[src/rtl/reg_bank_ctrl.sv]
// reg_bank_ctrl
// Sequencer between a single-request host port and a bank of 2^ADDR_W words of
// DATA_W storage cells. Each accepted request produces one registered strobe
// cycle toward the cell array, followed by a held response.
//
// Optional feature macro: WR_VERIFY_EN
//    When defined, every write is followed by one read-back strobe cycle (VSTB)
//    and rsp_err reports whether the cells returned the written value.
//    When undefined, the read-back logic is absent and rsp_err is tied to 0.
//
// Ports
//    clk        : single clock, rising edge
//    rst_n      : asynchronous active-low reset
//    req_valid  : host request present
//    req_ready  : controller can accept a request (IDLE only)
//    req_wr     : 1 = write, 0 = read
//    req_addr   : target word
//    req_wdata  : write data
//    rsp_valid  : response available
//    rsp_ready  : host takes the response
//    rsp_rdata  : read data (0 for writes)
//    rsp_err    : write-verify mismatch
//    mem_en     : one-hot word enable to the cells
//    mem_wr_bar : active-low write strobe
//    mem_rd_bar : active-low read strobe
//    mem_din    : write data to the cells
//    mem_dout   : cell outputs (high-Z when no word is read-enabled)

module reg_bank_ctrl #(
   parameter int ADDR_W = 3,
   parameter int DATA_W = 8
) (
   input  logic                   clk,
   input  logic                   rst_n,
   input  logic                   req_valid,
   output logic                   req_ready,
   input  logic                   req_wr,
   input  logic [ADDR_W-1:0]      req_addr,
   input  logic [DATA_W-1:0]      req_wdata,
   output logic                   rsp_valid,
   input  logic                   rsp_ready,
   output logic [DATA_W-1:0]      rsp_rdata,
   output logic                   rsp_err,
   output logic [(1<<ADDR_W)-1:0] mem_en,
   output logic                   mem_wr_bar,
   output logic                   mem_rd_bar,
   output logic [DATA_W-1:0]      mem_din,
   input  logic [DATA_W-1:0]      mem_dout
);

   localparam int WORDS = 1 << ADDR_W;
   localparam logic [WORDS-1:0] EN_LSB = WORDS'(1);

   typedef enum logic [2:0] {
      IDLE = 3'd0,
      WSTB = 3'd1,
      RSTB = 3'd2,
      VSTB = 3'd3,
      RESP = 3'd4
   } state_t;

   state_t state;
   state_t state_nxt;

   logic              lat_wr;
   logic [ADDR_W-1:0] lat_addr;
   logic [DATA_W-1:0] lat_wdata;

   logic              handshake;
   logic [ADDR_W-1:0] addr_src;
   logic [DATA_W-1:0] wdata_src;

   logic [WORDS-1:0]  en_nxt;
   logic              wr_bar_nxt;
   logic              rd_bar_nxt;
   logic [DATA_W-1:0] din_nxt;
   logic              ready_nxt;
   logic              valid_nxt;

   // req_ready is registered, so it stays low during the first cycle after
   // reset release even though the state is already IDLE.
   assign handshake = req_valid & req_ready;

   // The strobe for a fresh request is launched on the very edge that accepts
   // it, so its address/data come straight from the request port; later strobe
   // cycles (the verify read) use the latched copy.
   assign addr_src  = (state == IDLE) ? req_addr  : lat_addr;
   assign wdata_src = (state == IDLE) ? req_wdata : lat_wdata;

   // State register
   always_ff @(posedge clk or negedge rst_n) begin
      if (!rst_n) begin
         state <= IDLE;
      end else begin
         state <= state_nxt;
      end
   end

   // Next-state logic
   always_comb begin
      state_nxt = state;
      case (state)
         IDLE: begin
            if (handshake) begin
               state_nxt = req_wr ? WSTB : RSTB;
            end
         end
`ifdef WR_VERIFY_EN
         WSTB: state_nxt = VSTB;
         VSTB: state_nxt = RESP;
`else
         WSTB: state_nxt = RESP;
`endif
         RSTB: state_nxt = RESP;
         RESP: begin
            if (rsp_ready) begin
               state_nxt = IDLE;
            end
         end
         default: state_nxt = IDLE;
      endcase
   end

   // Output decode of the upcoming state; the results are registered below so
   // every strobe pin comes straight from a flop and lines up with its state.
   always_comb begin
      en_nxt     = '0;
      wr_bar_nxt = 1'b1;
      rd_bar_nxt = 1'b1;
      din_nxt    = '0;
      ready_nxt  = (state_nxt == IDLE);
      valid_nxt  = (state_nxt == RESP);
      case (state_nxt)
         WSTB: begin
            en_nxt     = EN_LSB << addr_src;
            wr_bar_nxt = 1'b0;
            din_nxt    = wdata_src;
         end
         RSTB: begin
            en_nxt     = EN_LSB << addr_src;
            rd_bar_nxt = 1'b0;
         end
`ifdef WR_VERIFY_EN
         VSTB: begin
            en_nxt     = EN_LSB << addr_src;
            rd_bar_nxt = 1'b0;
         end
`endif
         default: begin
            en_nxt     = '0;
         end
      endcase
   end

   // Registered strobes and handshake flags; reset releases the cell strobes
   // immediately so an in-flight write never reaches its capture edge.
   always_ff @(posedge clk or negedge rst_n) begin
      if (!rst_n) begin
         mem_en     <= '0;
         mem_wr_bar <= 1'b1;
         mem_rd_bar <= 1'b1;
         mem_din    <= '0;
         req_ready  <= 1'b0;
         rsp_valid  <= 1'b0;
      end else begin
         mem_en     <= en_nxt;
         mem_wr_bar <= wr_bar_nxt;
         mem_rd_bar <= rd_bar_nxt;
         mem_din    <= din_nxt;
         req_ready  <= ready_nxt;
         rsp_valid  <= valid_nxt;
      end
   end

   // Request latch and read-data capture. Read data is cleared on acceptance
   // so a write response always reports 0, and sampled at the edge that ends
   // the read strobe.
   always_ff @(posedge clk or negedge rst_n) begin
      if (!rst_n) begin
         lat_wr    <= 1'b0;
         lat_addr  <= '0;
         lat_wdata <= '0;
         rsp_rdata <= '0;
      end else begin
         if (state == IDLE && handshake) begin
            lat_wr    <= req_wr;
            lat_addr  <= req_addr;
            lat_wdata <= req_wdata;
            rsp_rdata <= '0;
         end else if (state == RSTB) begin
            rsp_rdata <= mem_dout;
         end
      end
   end

`ifdef WR_VERIFY_EN
   // Verify result: compare the read-back word against what was written, at
   // the edge that ends the verify strobe; cleared on each new request.
   always_ff @(posedge clk or negedge rst_n) begin
      if (!rst_n) begin
         rsp_err <= 1'b0;
      end else begin
         if (state == IDLE && handshake) begin
            rsp_err <= 1'b0;
         end else if (state == VSTB && lat_wr) begin
            rsp_err <= (mem_dout != lat_wdata);
         end
      end
   end
`else
   assign rsp_err = 1'b0;

   // Without read-back, the latched request type has no consumer.
   logic unused_lat_wr;
   assign unused_lat_wr = lat_wr;
`endif

endmodule

[config.mk]
export PLATFORM = sky130hd
export DESIGN_NAME = reg_bank_ctrl
export DESIGN_NICKNAME = d
export VERILOG_FILES = /design/src/rtl/reg_bank_ctrl.sv
export SDC_FILE = /design/constraint.sdc
export NUM_CORES = 1
export LEC_CHECK = 0
export ABC_AREA = 0
export BUFFER_PORTS_ARGS = -buffer_cell sky130_fd_sc_hd__buf_2
export CAP_MARGIN = 10
export CELL_PAD_IN_SITES_DETAIL_PLACEMENT = 0
export CELL_PAD_IN_SITES_GLOBAL_PLACEMENT = 1
export CORE_AREA = 3 3 66 68
export DETAILED_ROUTE_END_ITERATION = 7
export DIE_AREA = 0 0 69 71
export GPL_TIMING_DRIVEN = 0
export HOLD_SLACK_MARGIN = 0.08
export PLACE_DENSITY = 0.71
export SYNTH_ARGS = -nofsm -noshare
export SYNTH_HDL_FRONTEND = slang
export SYNTH_SLANG_ARGS = --single-unit
[constraint.sdc]
create_clock -name clk -period 1.5 [get_ports clk]
set_input_delay 0.3 -clock clk [delete_from_list [all_inputs] [get_ports clk]]
set_output_delay 0.3 -clock clk [all_outputs]
set_load 0.005 [all_outputs]
# Word level (Yosys, flattened, before mapping)
# Cells that the tools add are included.
totals:
  reg_bits: 42
  latchBits: 0
  mem_bits_rw: 0
  rom_bits: 0
  out_inout_bits: 29
  word_cells: 36
  n_memories: 0
op_classes:
  addsub: 0
  mul: 0
  div_mod_pow: 0
  order_cmp: 0
  n_eq_ne: 6
  shift: 1
  muxes: 12
  n_bitwise: 1
  reduce_logical: 6
op_table:
  columns: ["cell", "n"]
  rows:
  - ["$mux W8", 5]
  - ["$mux W3", 3]
  - ["$pmux W3 S3", 1]
  - ["$shl A1 B3 Y8 const A", 1]
  - ["$eq A3 B1 Y1 const B", 2]
  - ["$eq A3 B2 Y1 const B", 2]
  - ["$eq A3 B3 Y1 const B", 2]
  - ["$logic_not A3 Y1", 2]
  - ["$reduce_or A2 Y1", 2]
  - ["$mux W1", 2]
  - ["$mux W2", 1]
  - ["$reduce_bool A2 Y1", 1]
  - ["$and A1 B1 Y1", 1]
  - ["$logic_and A1 B1 Y1", 1]

# Depth between registers and ports, before layout
# Gate-level depths: netlist of the first run.
depth:
  depth_word: 6
  ltp_mapped: 4
  depth_no_buf: 3

# Worst setup path before layout of the first run
# OpenSTA, ideal clock, no wires.
synth_path:
  kind: "reg-to-reg"
  start: "register state[2]"
  end: "register rsp_rdata[0]"
  arrival_time_ns: 1.351
  slack_ns: 0.028
  path_stages_with_launch: 5
  n_path_buf: 2
  cell_sequence: "dfrtp_1 -> buf_6 -> or3_2 -> clkbuf_1 -> a22o_1"
synth_via:
  elab_chain_cells: 3
  elab_cells_between_ends: 5
  classes_between: "eq/ne (1); mux (1); reduce/logical (3)"
synth_lines:
  columns: ["element", "line_no", "source"]
  rows:
  - ["from (decl)", "62", "state_t state;"]
  - ["from (signal assigned)", "95", "state <= state_nxt;"]
  - ["$logic_not A3 Y1", "185", "if (state == IDLE && handshake) begin"]
  - ["$logic_and A1 B1 Y1", "185", null]
  - ["$mux W8 / $reduce_bool A2 Y1 (equally long branches)", null, null]
  - ["to (signal assigned)", "191", "rsp_rdata <= mem_dout;"]
  - ["to (decl)", "42", "output logic [DATA_W-1:0] rsp_rdata,"]
# Several ways; a longest one is shown, not always the timed one.
# A chain may end at the register's enable or synchronous reset.

# Worst setup path after layout of the first run
layout_path:
  start: "register state[2]"
  end: "register mem_en[2]"
layout_via:
  elab_chain_cells: 6
  elab_cells_between_ends: 14
  classes_between: "eq/ne (5); shift (1); mux (5); reduce/logical (3)"
layout_lines:
  columns: ["element", "line_no", "source"]
  rows:
  - ["$eq A3 B2 Y1 / $eq A3 B1 Y1 (equally long branches)", "102", "case (state)"]
  - ["$reduce_or A2 Y1 (no source line)", null, null]
  - ["$pmux W3 S3", "102", null]
  - ["$eq A3 B2 Y1 / $eq A3 B1 Y1 (equally long branches)", "133", "case (state_nxt)"]
  - ["$reduce_or A2 Y1 (no source line)", null, null]
  - ["$mux W8 (*)", null, null]
  - ["net en_nxt[2]", "73", "logic [WORDS-1:0] en_nxt;"]
  - ["to (signal assigned)", "166", "mem_en <= en_nxt;"]
  - ["to (decl)", "44", "output logic [(1<<ADDR_W)-1:0] mem_en,"]
# Mark *: on every way through the listed nets, which the timed path passes. The rest lies on a longest branch.

==> impl_metrics.csv, run 1 <==
group,metric,value,unit
floorplanning,dieHeight,71,um
logic_synthesis,synthArstFlopShare,100.0,%
power_and_ir_drop,swShare,29.21,%
clocking,clkTransAtPathRegs,60,ps
final_layout,n_antenna_cell,0,
clocking,cts_tree,"yes",
worst_setup_path,worstSetupEndpointType,"register",
global_route,grt_overflow,0,
routing,drt_iter0_markers,11,
timing,tightest_slew,662.6,ps
routing,wl_met1,1.035,mm
clocking,cts_made_buffers,5,
clocking,cts.path.max_buffers,2,
routing,ant_nets,0,
worst_setup_path,crit_path_max_incr_delay,620,ps
routing,drt-total-wl,2.556,mm
global_route,grt_pass1_wl,4.146,mm
global_route,first_global_vias,877,
floorplanning,ios,53,
timing,finalSetupTns,-8.827,ps
floorplanning,die_area,4899,sq um
placement,postPlaceCellArea,1458,sq um
global_route,grt_max_degree,32,
logic_synthesis,syn_avg_cell_area,13.90,sq um
timing,fmax,662.8,MHz
global_route,grt_antenna_before_repair,0,
worst_setup_path,crit_start,"state[2]",
final_layout,fill_cells,406,
power_and_ir_drop,p_comb_share,28.4,%
timing,worst_slack,-8.827,ps
logic_synthesis,synth-seq-cells,31,
power_and_ir_drop,leakagePower,0.8552,nW
worst_setup_path,path_cells,"buf_6 -> or4_4 -> nor4b_4",
placement,preCtsSetupSlack,-108.9,ps
power_and_ir_drop,peakVddDrop,0.5241,mV
floorplanning,start_util,29.12,%
final_layout,nets,163,
power_and_ir_drop,cellPowerDensity,1537,nW/um^2
routing,wl_met2,1.251,mm
logic_synthesis,synth.yosys.seq_area_share,68.28,%
flow_run,maxCapViolCount,0,
placement,gp_congestion,0.7427,
floorplanning,die_w,69,um
power_and_ir_drop,power_frac_clock,24.9,%
logic_synthesis,synth_warnings,0,
global_route,grt_util_all_layers,10.74,%
timing,hold_violations,0,
worst_setup_path,worstSetupPathType,"reg -> reg",
clocking,insertion_delay,270,ps
logic_synthesis,syn-num-nets,106,
worst_setup_path,path_max_fanout,9,
logic_synthesis,syn_inst,82,
clocking,cts_root_buf,"clkbuf_8",
clocking,clock-sinks,31,
timing,rsz0062_at_grt,"yes",
logic_synthesis,synth_common_cells,"dfrtp_1 (29), a22o_1 (8), and3_1 (8)",
logic_synthesis,synth_ff_type,"dfrtp_1",
clocking,h-tree-depth,2,
placement,io_buffers,51,
routing,wl_met3,219,um
worst_setup_path,crit_arrival,1680,ps
routing,drc,0,
logic_synthesis,syn-cell-area,1140,sq um
routing,top_layer_used,"met4",
outcome,violations,"setup timing",
power_and_ir_drop,p_seq_share,46.6,%
power_and_ir_drop,p_int,1.704,mW
logic_synthesis,synth_top_cells_by_area,"dfrtp_1 (64%), a22o_1 (6.1%), dfstp_2 (4.6%)",
min_path,worstHoldStart,"req_wr",
logic_synthesis,synth_top_cell_by_area,"dfrtp_1",
routing,via_count,842,
outcome,status,"complete, but fails checks",
worst_setup_path,cpMaxStageDelayCell,"or4_4",
timing,relSlewSlack,55.83,%
worst_setup_path,worstPathRequired,1670,ps
logic_synthesis,synth_cell_types,27,
final_layout,layout-drive-gt1-share,50.71,%
logic_synthesis,yosysMostFrequentCell,"dfrtp_1",
worst_setup_path,worstReg2RegStart,"state[2]",
timing,timing.final.crit_period,1509,ps
timing,finClkSkew,1.865,ps
min_path,holdCritPathClass,"in -> reg",
routing,first_pass_iters,2,
routing,vias_per_cell,4.432,
floorplanning,rows,23,
power_and_ir_drop,p_sw,703.0,uW
final_layout,post-route-cell-area,1567,sq um
logic_synthesis,synth_edf_count,0,
logic_synthesis,synth_top_area_share,63.67,%
timing,finalSetupViolCount,1,
timing,period_share,100.6,%
final_layout,area_delta_synth_final,37.43,%
routing,drt-wirelength-per-cell,13.45,um
timing,drv_slew,0,
worst_setup_path,startpoint_type,"register",
floorplanning,design.core.area,3914,sq um
==> path summary, 6_finish.rpt <==
check | to | slack [ps] | cells past startpoint
max reg2reg | mem_en[2] | -9 | 3
min | mem_rd_bar | 240 | 2
max in group asynchronous | state[1] | 460 | 2
max | mem_en[2] | -9 | 3
min in group asynchronous | rsp_rdata[7] | 610 | 2
min reg2reg | rsp_rdata[0] | 500 | 1
==> layer usage <==
metal / global-route usage [%] / vias up
li1: - / 402
met1: 11.91 / 399
met2: 17.48 / 37
met3: 4.972 / 4
met4: 5.206 / 0
met5: 0 / -
==> worst max-delay path, delay by kind of cell, from the launching register on <==
family                 cells  cell delay, ps
buffers and inverters      1             140
and+or+nand+nor            2             890
DFF                        1             380
==> final cells by class <==
class	instances	area, sq um	share of cell area [%]
clock buffers	7	76.32	4.872
plain buffers	5	32.53	2.077
repair buffers	52	265.3	16.93
inverters	1	3.754	0.2396
flip-flops and latches	31	778.2	49.68
clock inverters	1	5.005	0.3195
multi-input cells	43	342.8	21.89
well taps	50	62.56	3.994
==> what timing repair did <==
item | in CTS | in global routing
endpoints found under the hold margin | 2 | 0
pin swaps | 0 | 3
hold buffers | 1 | 0
setup endpoints to repair | 21 | 22
buffers inserted | 0 | 0
gates resized for setup | 2 | 4
==> power by group through the flow <==
stage	Combinational, mW	Clock [mW]	Sequential [mW]
after global routing	0.766	0.670	1.14
after global placement	0.667	0	1.13
final	0.684	0.600	1.12
after detailed placement	0.682	0	1.14
after floorplan	0.358	0	1.16
after CTS	0.670	0.634	1.12
==> flip-flops by register name, summed over array words and instances (netlist names) <==
register,count
state,3
mem_din,8
rsp_valid,1
rsp_rdata,8
req_ready,1
mem_en,8
mem_rd_bar,1
mem_wr_bar,1
==> through the flow <==
stage	util [%]	total power [mW]	instances	hold slack [ps]
2_1_floorplan	-	1.514	82	4.409
3_3_place_gp	37.24	1.797	183	371.1
3_5_place_dp	37.24	1.821	183	383.7
4_1_cts	39.39	2.429	190	231.0
5_1_grt	40.03	2.580	190	241.3
6_report	40.03	2.407	190	243.7
==> cell usage in the layout, fill, tap and decap left out, types with 2 or more instances in the layout <==
master and instances:
nor2_1 2, and3_1 8, buf_2 52, dfrtp_1 29, dfstp_2 2, nor3_1 2, nor4_1 2, clkbuf_8 5
nand2_1 3, o21ai_0 2, clkbuf_1 3, a22o_1 8, nor4b_2 3
==> kinds of logic (layout without fill, tap and decap cells) <==
family / count (synthesis) / after routing / share of synthesized area [%]
flip-flops: 31 / 31 / 68.28
XOR/XNOR: 1 / 1 / 0.7685
other: 1 / 1 / 0.3290
multiplexers: 1 / 1 / 0.8782
AND/OR/NAND/NOR: 28 / 28 / 17.24
AO/OA/AOI/OAI: 12 / 12 / 8.123
buffers and inverters: 8 / 66 / 4.390
No activity file was read; power rests on OpenSTA's default activity.
==> run 2, diff against run 1 <==
--- a/config.mk
+++ b/config.mk
@@ -13,9 +13,10 @@
 export CORE_AREA = 3 3 66 68
 export DETAILED_ROUTE_END_ITERATION = 7
 export DIE_AREA = 0 0 69 71
+export GPL_ROUTABILITY_DRIVEN = 0
 export GPL_TIMING_DRIVEN = 0
 export HOLD_SLACK_MARGIN = 0.08
-export PLACE_DENSITY = 0.71
+export PLACE_DENSITY = 0.72
 export SYNTH_ARGS = -nofsm -noshare
 export SYNTH_HDL_FRONTEND = slang
 export SYNTH_SLANG_ARGS = --single-unit
==> run 2 against run 1 <==
  * The flow now finishes without violations
  * Utilization up 0.38 points
  * Clock power increased by 16%
  * Hold slack worse by 0.90 ps
  * Via count stayed put
  * Combinational power is 2% lower
  * Fmax increased by 2.0%
  * Global-route usage increased by 0.054 points
  * Critical endpoint is now mem_en[4]
  * Largest power group unchanged
  * Highest routed layer unchanged
==> impl_metrics.csv, run 2 (synthesized netlist as in run 1, its figures left out) <==
group,metric,value,unit
floorplanning,dieHeight,71,um
timing,tightest_slew,662.9,ps
worst_setup_path,worstReg2RegStart,"state[2]",
timing,relSlewSlack,55.80,%
global_route,grt_overflow,0,
worst_setup_path,crit_arrival,1660,ps
final_layout,n_antenna_cell,0,
floorplanning,ios,53,
final_layout,fill_cells,415,
timing,drv_slew,0,
timing,timing.final.crit_period,1480,ps
worst_setup_path,cp.depth,3,
global_route,grt_max_degree,32,
min_path,holdCritPathClass,"in -> reg",
floorplanning,die_area,4899,sq um
worst_setup_path,crit_start,"state[2]",
final_layout,layout_common_cells,"buf_2 (52), dfrtp_1 (29), and3_1 (8), a22o_1 (8), clkbuf_8 (7)",
power_and_ir_drop,power_frac_clock,28.0,%
final_layout,top_regs,"mem_din (8), mem_en (8), rsp_rdata (8)",
worst_setup_path,critical_path_buf_inv_count,1,
worst_setup_path,cp-endpoint,"mem_en[4]",
worst_setup_path,rr_endpoint,"mem_en[4]",
worst_setup_path,worstPathRequired,1680,ps
worst_setup_path,r2r_setup_slack,20,ps
timing,fmax,675.8,MHz
clocking,cts_tree,"yes",
clocking,cts.path.max_buffers,2,
final_layout,final_common_cell,"buf_2",
timing,finClkSkew,3.512,ps
final_layout,nets,163,
final_layout,layout-drive-gt1-share,51.43,%
placement,dp_hpwl,1.783,mm
worst_setup_path,worst-r2r-cell-count,3,
floorplanning,die_w,69,um
final_layout,post-route-cell-area,1582,sq um
final_layout,multiInputGateArea,339.1,sq um
timing,period_share,98.65,%
routing,drt_iter0_markers,28,
final_layout,ff_latch_area,778.2,sq um
worst_setup_path,path_max_fanout,9,
worst_setup_path,worstSetupPathType,"reg -> reg",
routing,drt-total-wl,2.443,mm
routing,via_count,842,
clocking,insertion_delay,270,ps
final_layout,final_util,40.41,%
timing,hold_violations,0,
routing,ant_nets,0,
floorplanning,rows,23,
worst_setup_path,cpMaxStageDelayCell,"or4_4",
routing,drt-wirelength-per-cell,12.86,um
outcome,status,"completed",
global_route,grt_antenna_before_repair,0,
clocking,cts_setup_buffers,0,
worst_setup_path,path_cells,"buf_6 -> or4_4 -> nor4b_2",
clocking,clkTransAtPathRegs,60,ps
worst_setup_path,crit_path_max_incr_delay,620,ps
power_and_ir_drop,cellPowerDensity,1573,nW/um^2
routing,first_pass_iters,4,
clocking,h-tree-depth,2,
routing,vias_per_cell,4.432,
global_route,grt_util_all_layers,10.79,%
flow_run,maxCapViolCount,0,
power_and_ir_drop,swShare,28.10,%
power_and_ir_drop,p_seq_share,45.1,%
clocking,cts_root_buf,"clkbuf_8",
placement,io_buffers,51,
timing,finalSetupViolCount,0,
global_route,grt_pass1_wl,4.119,mm
power_and_ir_drop,p_sw,699.1,uW
power_and_ir_drop,p_int,1.789,mW
floorplanning,design.core.area,3914,sq um
power_and_ir_drop,peakVddDrop,0.6492,mV
power_and_ir_drop,p_comb_share,26.9,%
routing,drc,0,
global_route,first_global_vias,873,
clocking,cts_made_buffers,5,
placement,postPlaceCellArea,1458,sq um
worst_setup_path,worstSetupEndpointType,"register",
worst_setup_path,startpoint_type,"register",
clocking,clock-sinks,31,
power_and_ir_drop,leakagePower,0.8640,nW
final_layout,area_delta_synth_final,38.75,%
worst_setup_path,path_delay_family,"simple AND/OR/NAND/NOR gates",
timing,rsz0062_at_grt,"yes",
floorplanning,start_util,29.12,%
==> run 2: how the worst min path moves through the flow <==
stage	startpoint	to	slack, ps	depth (start not counted)
floorplan	rst_n	mem_din[0]	4	0
global placement	rst_n	mem_en[6]	360	1
detailed placement	rst_n	mem_din[7]	380	1
CTS	req_wr	mem_rd_bar	230	2
global route	mem_dout[0]	rsp_rdata[0]	220	2
finish	req_wr	mem_rd_bar	240	2
==> run 2: power by group through the flow <==
stage | clock network [mW] | registers, mW | logic [mW]
2_1_floorplan | 0 | 1.16 | 0.358
3_3_place_gp | 0 | 1.13 | 0.658
3_5_place_dp | 0 | 1.14 | 0.681
4_1_cts | 0.728 | 1.12 | 0.677
5_1_grt | 0.785 | 1.15 | 0.745
6_report | 0.697 | 1.12 | 0.669
==> run 2: repair_timing <==
action                                  CTS  global route
hold buffers                              1             0
hold endpoints to repair                 13             0
endpoints found under the setup margin   21            23
resized for setup                         4             1
pin swaps                                 0             1
==> run 2: final cells by class <==
cell class,count,area share [%]
buffer,5,2.057
clock buffer,8,6.329
inverter,1,0.2373
multi-input combinational,43,21.44
sequential,31,49.21
tap,50,3.956
timing repair buffer,52,16.77
==> run 2: metal layers <==
| layer | GRT usage [%] | wire length, um | vias up |
|---|---|---|---|
| li1 | - | - | 402 |
| met1 | 12.34 | 1018 | 401 |
| met2 | 17.37 | 1162 | 36 |
| met3 | 6.392 | 239 | 3 |
| met4 | 2.603 | 23 | 0 |
| met5 | 0 | 0 | - |
==> run 2: per-stage QoR <==
stage	setup TNS [ps]	hold slack [ps]	total power, mW	worst slack, ps	cells
after floorplan	0	4.409	1.514	28.14	82
after global placement	-497.6	363.2	1.788	-64.52	183
after detailed placement	-817.7	382.2	1.818	-78.74	183
after CTS	0	232.9	2.527	10.38	190
after global routing	-457.7	219.8	2.675	-59.37	190
final	0	242.8	2.488	20.26	190
==> run 3, diff against run 2 <==
--- a/config.mk
+++ b/config.mk
@@ -5,14 +5,13 @@
 export SDC_FILE = /design/constraint.sdc
 export NUM_CORES = 1
 export LEC_CHECK = 0
-export ABC_AREA = 0
+export ABC_AREA = 1
 export BUFFER_PORTS_ARGS = -buffer_cell sky130_fd_sc_hd__buf_2
-export CAP_MARGIN = 10
 export CELL_PAD_IN_SITES_DETAIL_PLACEMENT = 0
 export CELL_PAD_IN_SITES_GLOBAL_PLACEMENT = 1
-export CORE_AREA = 3 3 66 68
+export CORE_AREA = 3 3 71 73
 export DETAILED_ROUTE_END_ITERATION = 7
-export DIE_AREA = 0 0 69 71
+export DIE_AREA = 0 0 74 76
 export GPL_ROUTABILITY_DRIVEN = 0
 export GPL_TIMING_DRIVEN = 0
 export HOLD_SLACK_MARGIN = 0.08
==> run 3 against run 2 <==
  * Wire length rose by 16%
  * Register-to-register slack gained 200 ps
  * Total power rose by 29%
  * Synthesized area increased by 16%
  * Utilization about the same
  * Via count up 27%
==> impl_metrics.csv, run 3 <==
group,metric,value,unit
clocking,insertion_delay,280,ps
timing,timing.final.crit_period,1283,ps
placement,dp_hpwl,2.082,mm
routing,via_count,1071,
clocking,postCtsHoldBufs,0,
clocking,clock-sinks,34,
routing,first_pass_iters,4,
timing,finalSetupTns,0,ps
worst_setup_path,r2r_setup_slack,220,ps
routing,vias_per_cell,4.301,
power_and_ir_drop,cellPowerDensity,1804,nW/um^2
timing,relSlewSlack,50.28,%
logic_synthesis,synthArstFlopShare,100.0,%
routing,drt_iter0_markers,55,
final_layout,top_regs,"mem_din (8), mem_en (8), rsp_rdata (8)",
logic_synthesis,synth-seq-cells,34,
logic_synthesis,synth_warnings,0,
final_layout,final_cells,249,
final_layout,area_delta_synth_final,35.10,%
logic_synthesis,synth_cell_types,21,
floorplanning,design.core.area,4414,sq um
clocking,cts_tree,"yes",
final_layout,nets,220,
worst_setup_path,startpoint_type,"register",
clocking,cts_made_buffers,5,
placement,placedCellCount,241,
logic_synthesis,synth_top_cell_by_area,"dfrtp_1",
power_and_ir_drop,p_total,3.214,mW
final_layout,layout_common_cells,"buf_2 (52), nand2_1 (46), dfrtp_1 (32), nor2_1 (19), nand3_1 (12)",
timing,rsz0062_at_grt,"no",
logic_synthesis,synth_top_cells_by_area,"dfrtp_1 (61%), nand2_1 (13%), nor2_1 (5.4%)",
logic_synthesis,yosysMostFrequentCell,"nand2_1",
final_layout,final_util,40.36,%
placement,postPlaceCellArea,1639,sq um
timing,drv_slew,0,
logic_synthesis,syn_inst,138,
worst_setup_path,path_max_fanout,8,
logic_synthesis,synth.yosys.seq_area_share,64.71,%
routing,drc,0,
timing,finalSetupViolCount,0,
outcome,status,"completed",
timing,fmax,779.5,MHz
power_and_ir_drop,leakagePower,1.034,nW
logic_synthesis,synth_common_cells,"nand2_1 (46), dfrtp_1 (32), nor2_1 (19)",
worst_setup_path,crit_arrival,1450,ps
power_and_ir_drop,p_sw,990.8,uW
global_route,grt_antenna_before_repair,0,
timing,tightest_slew,745.9,ps
floorplanning,die_w,74,um
flow_run,maxCapViolCount,0,
worst_setup_path,worstSetupEndpointType,"register",
clocking,cts_setup_buffers,0,
final_layout,final_common_cell,"buf_2",
final_layout,post-route-cell-area,1782,sq um
timing,period_share,85.53,%
min_path,holdCritPathClass,"in -> async",
power_and_ir_drop,peakVddDrop,0.4727,mV
logic_synthesis,synth_top_area_share,60.72,%
final_layout,fill_cells,474,
worst_setup_path,worstPathRequired,1670,ps
floorplanning,start_util,29.88,%
worst_setup_path,worstSetupPathType,"reg -> reg",
global_route,first_global_vias,1095,
global_route,grt_overflow,0,
clocking,clkTransAtPathRegs,70,ps
global_route,grt_max_degree,35,
routing,ant_nets,0,
power_and_ir_drop,p_int,2.223,mW
logic_synthesis,synth_ff_type,"dfrtp_1",
routing,drt-total-wl,2.843,mm
floorplanning,ios,53,
power_and_ir_drop,p_seq_share,39.3,%
timing,finClkSkew,7.258,ps
clocking,cts_root_buf,"clkbuf_8",
logic_synthesis,syn_avg_cell_area,9.556,sq um
routing,drt-wirelength-per-cell,11.42,um
timing,hold_violations,0,
final_layout,layout-drive-gt1-share,37.56,%
clocking,cts_resized,0,
clocking,h-tree-depth,2,
floorplanning,dieHeight,76,um
logic_synthesis,syn-num-nets,162,
logic_synthesis,synth_edf_count,0,
global_route,grt_util_all_layers,11.21,%
power_and_ir_drop,swShare,30.83,%
power_and_ir_drop,p_comb_share,28.4,%
placement,io_buffers,51,
clocking,cts.path.max_buffers,2,
floorplanning,die_area,5624,sq um
logic_synthesis,syn-cell-area,1319,sq um
global_route,grt_pass1_wl,4.836,mm
floorplanning,rows,24,
power_and_ir_drop,power_frac_clock,32.3,%
final_layout,n_antenna_cell,0,
## run 3: changes by cell type in the layout (fill, tap and decap cells not counted), moves of 2 or more
cell	delta
a22o_1	-8
nor2_2	+2
nand2_1	+43
nor2_1	+17
nand3_1	+12
dfrtp_1	+3
nor4b_2	-3
inv_1	+8
and3_1	-8
clkbuf_1	-2
bufinv_16	+2
nor4_1	-2
## run 3: path summary, 6_finish.rpt
path / startpoint / to / cells past startpoint
setup / recovery: state[2] / mem_en[7] / 6
hold / removal: rst_n / rsp_rdata[2] / 1
setup reg to reg: state[2] / mem_en[7] / 6
hold reg to reg: rsp_rdata[4] / rsp_rdata[4] / 2
max in group asynchronous: rst_n / mem_en[7] / 1
min in group clk: req_wr / state[1] / 2
## run 3: per-layer routing
metal / vias to the layer above / GRT usage (%) / wire (um)
li1: 533 / - / -
met1: 490 / 13.08 / 1169
met2: 43 / 17.91 / 1342
met3: 5 / 3.958 / 264
met4: 0 / 5.435 / 67
met5: - / 0 / 0
## run 3: cell families after synthesis
logic type      Yosys count  synth area share, %
compound gates            4                2.088
buf+inv                  16                5.881
flops                    34                64.71
other cells               1               0.2844
simple gates             83                27.04
## run 3: worst max-delay path, cell delays in order (launching register included)
cell and delay, ps:
dfrtp_1 400, nor2_4 250, nand2_2 130, nand2_1 80, nand2_1 120, inv_1 130, nor2_1 60
## run 3: power groups by stage
| stage | Sequential [mW] | Clock (mW) | Combinational [mW] |
|---|---|---|---|
| after floorplan | 1.30 | 0 | 0.557 |
| after global placement | 1.28 | 0 | 0.939 |
| after detailed placement | 1.28 | 0 | 0.946 |
| after CTS | 1.27 | 1.07 | 0.946 |
| after global routing | 1.29 | 1.10 | 1.08 |
| final | 1.26 | 1.04 | 0.914 |
## run 3: area by class of cell
type / instances / area [sq um] / share of cell area, %
Clock buffer: 6 / 82.58 / 4.635
Buffer: 4 / 31.28 / 1.756
Tap cell: 52 / 65.06 / 3.652
Sequential cell: 34 / 853.3 / 47.89
Clock inverter: 2 / 60.06 / 3.371
Timing Repair Buffer: 51 / 255.2 / 14.33
Inverter: 12 / 46.29 / 2.598
Multi-Input combinational cell: 88 / 387.9 / 21.77
## run 3: through the flow
step / worst slack, ps / hold WS (ps)
floorplan: 392.3 / 4.409
global placement: 195.9 / 415.2
detailed placement: 200.0 / 418.7
CTS: 195.5 / 103.5
global route: 47.57 / 147.7
finish: 217.1 / 80.51
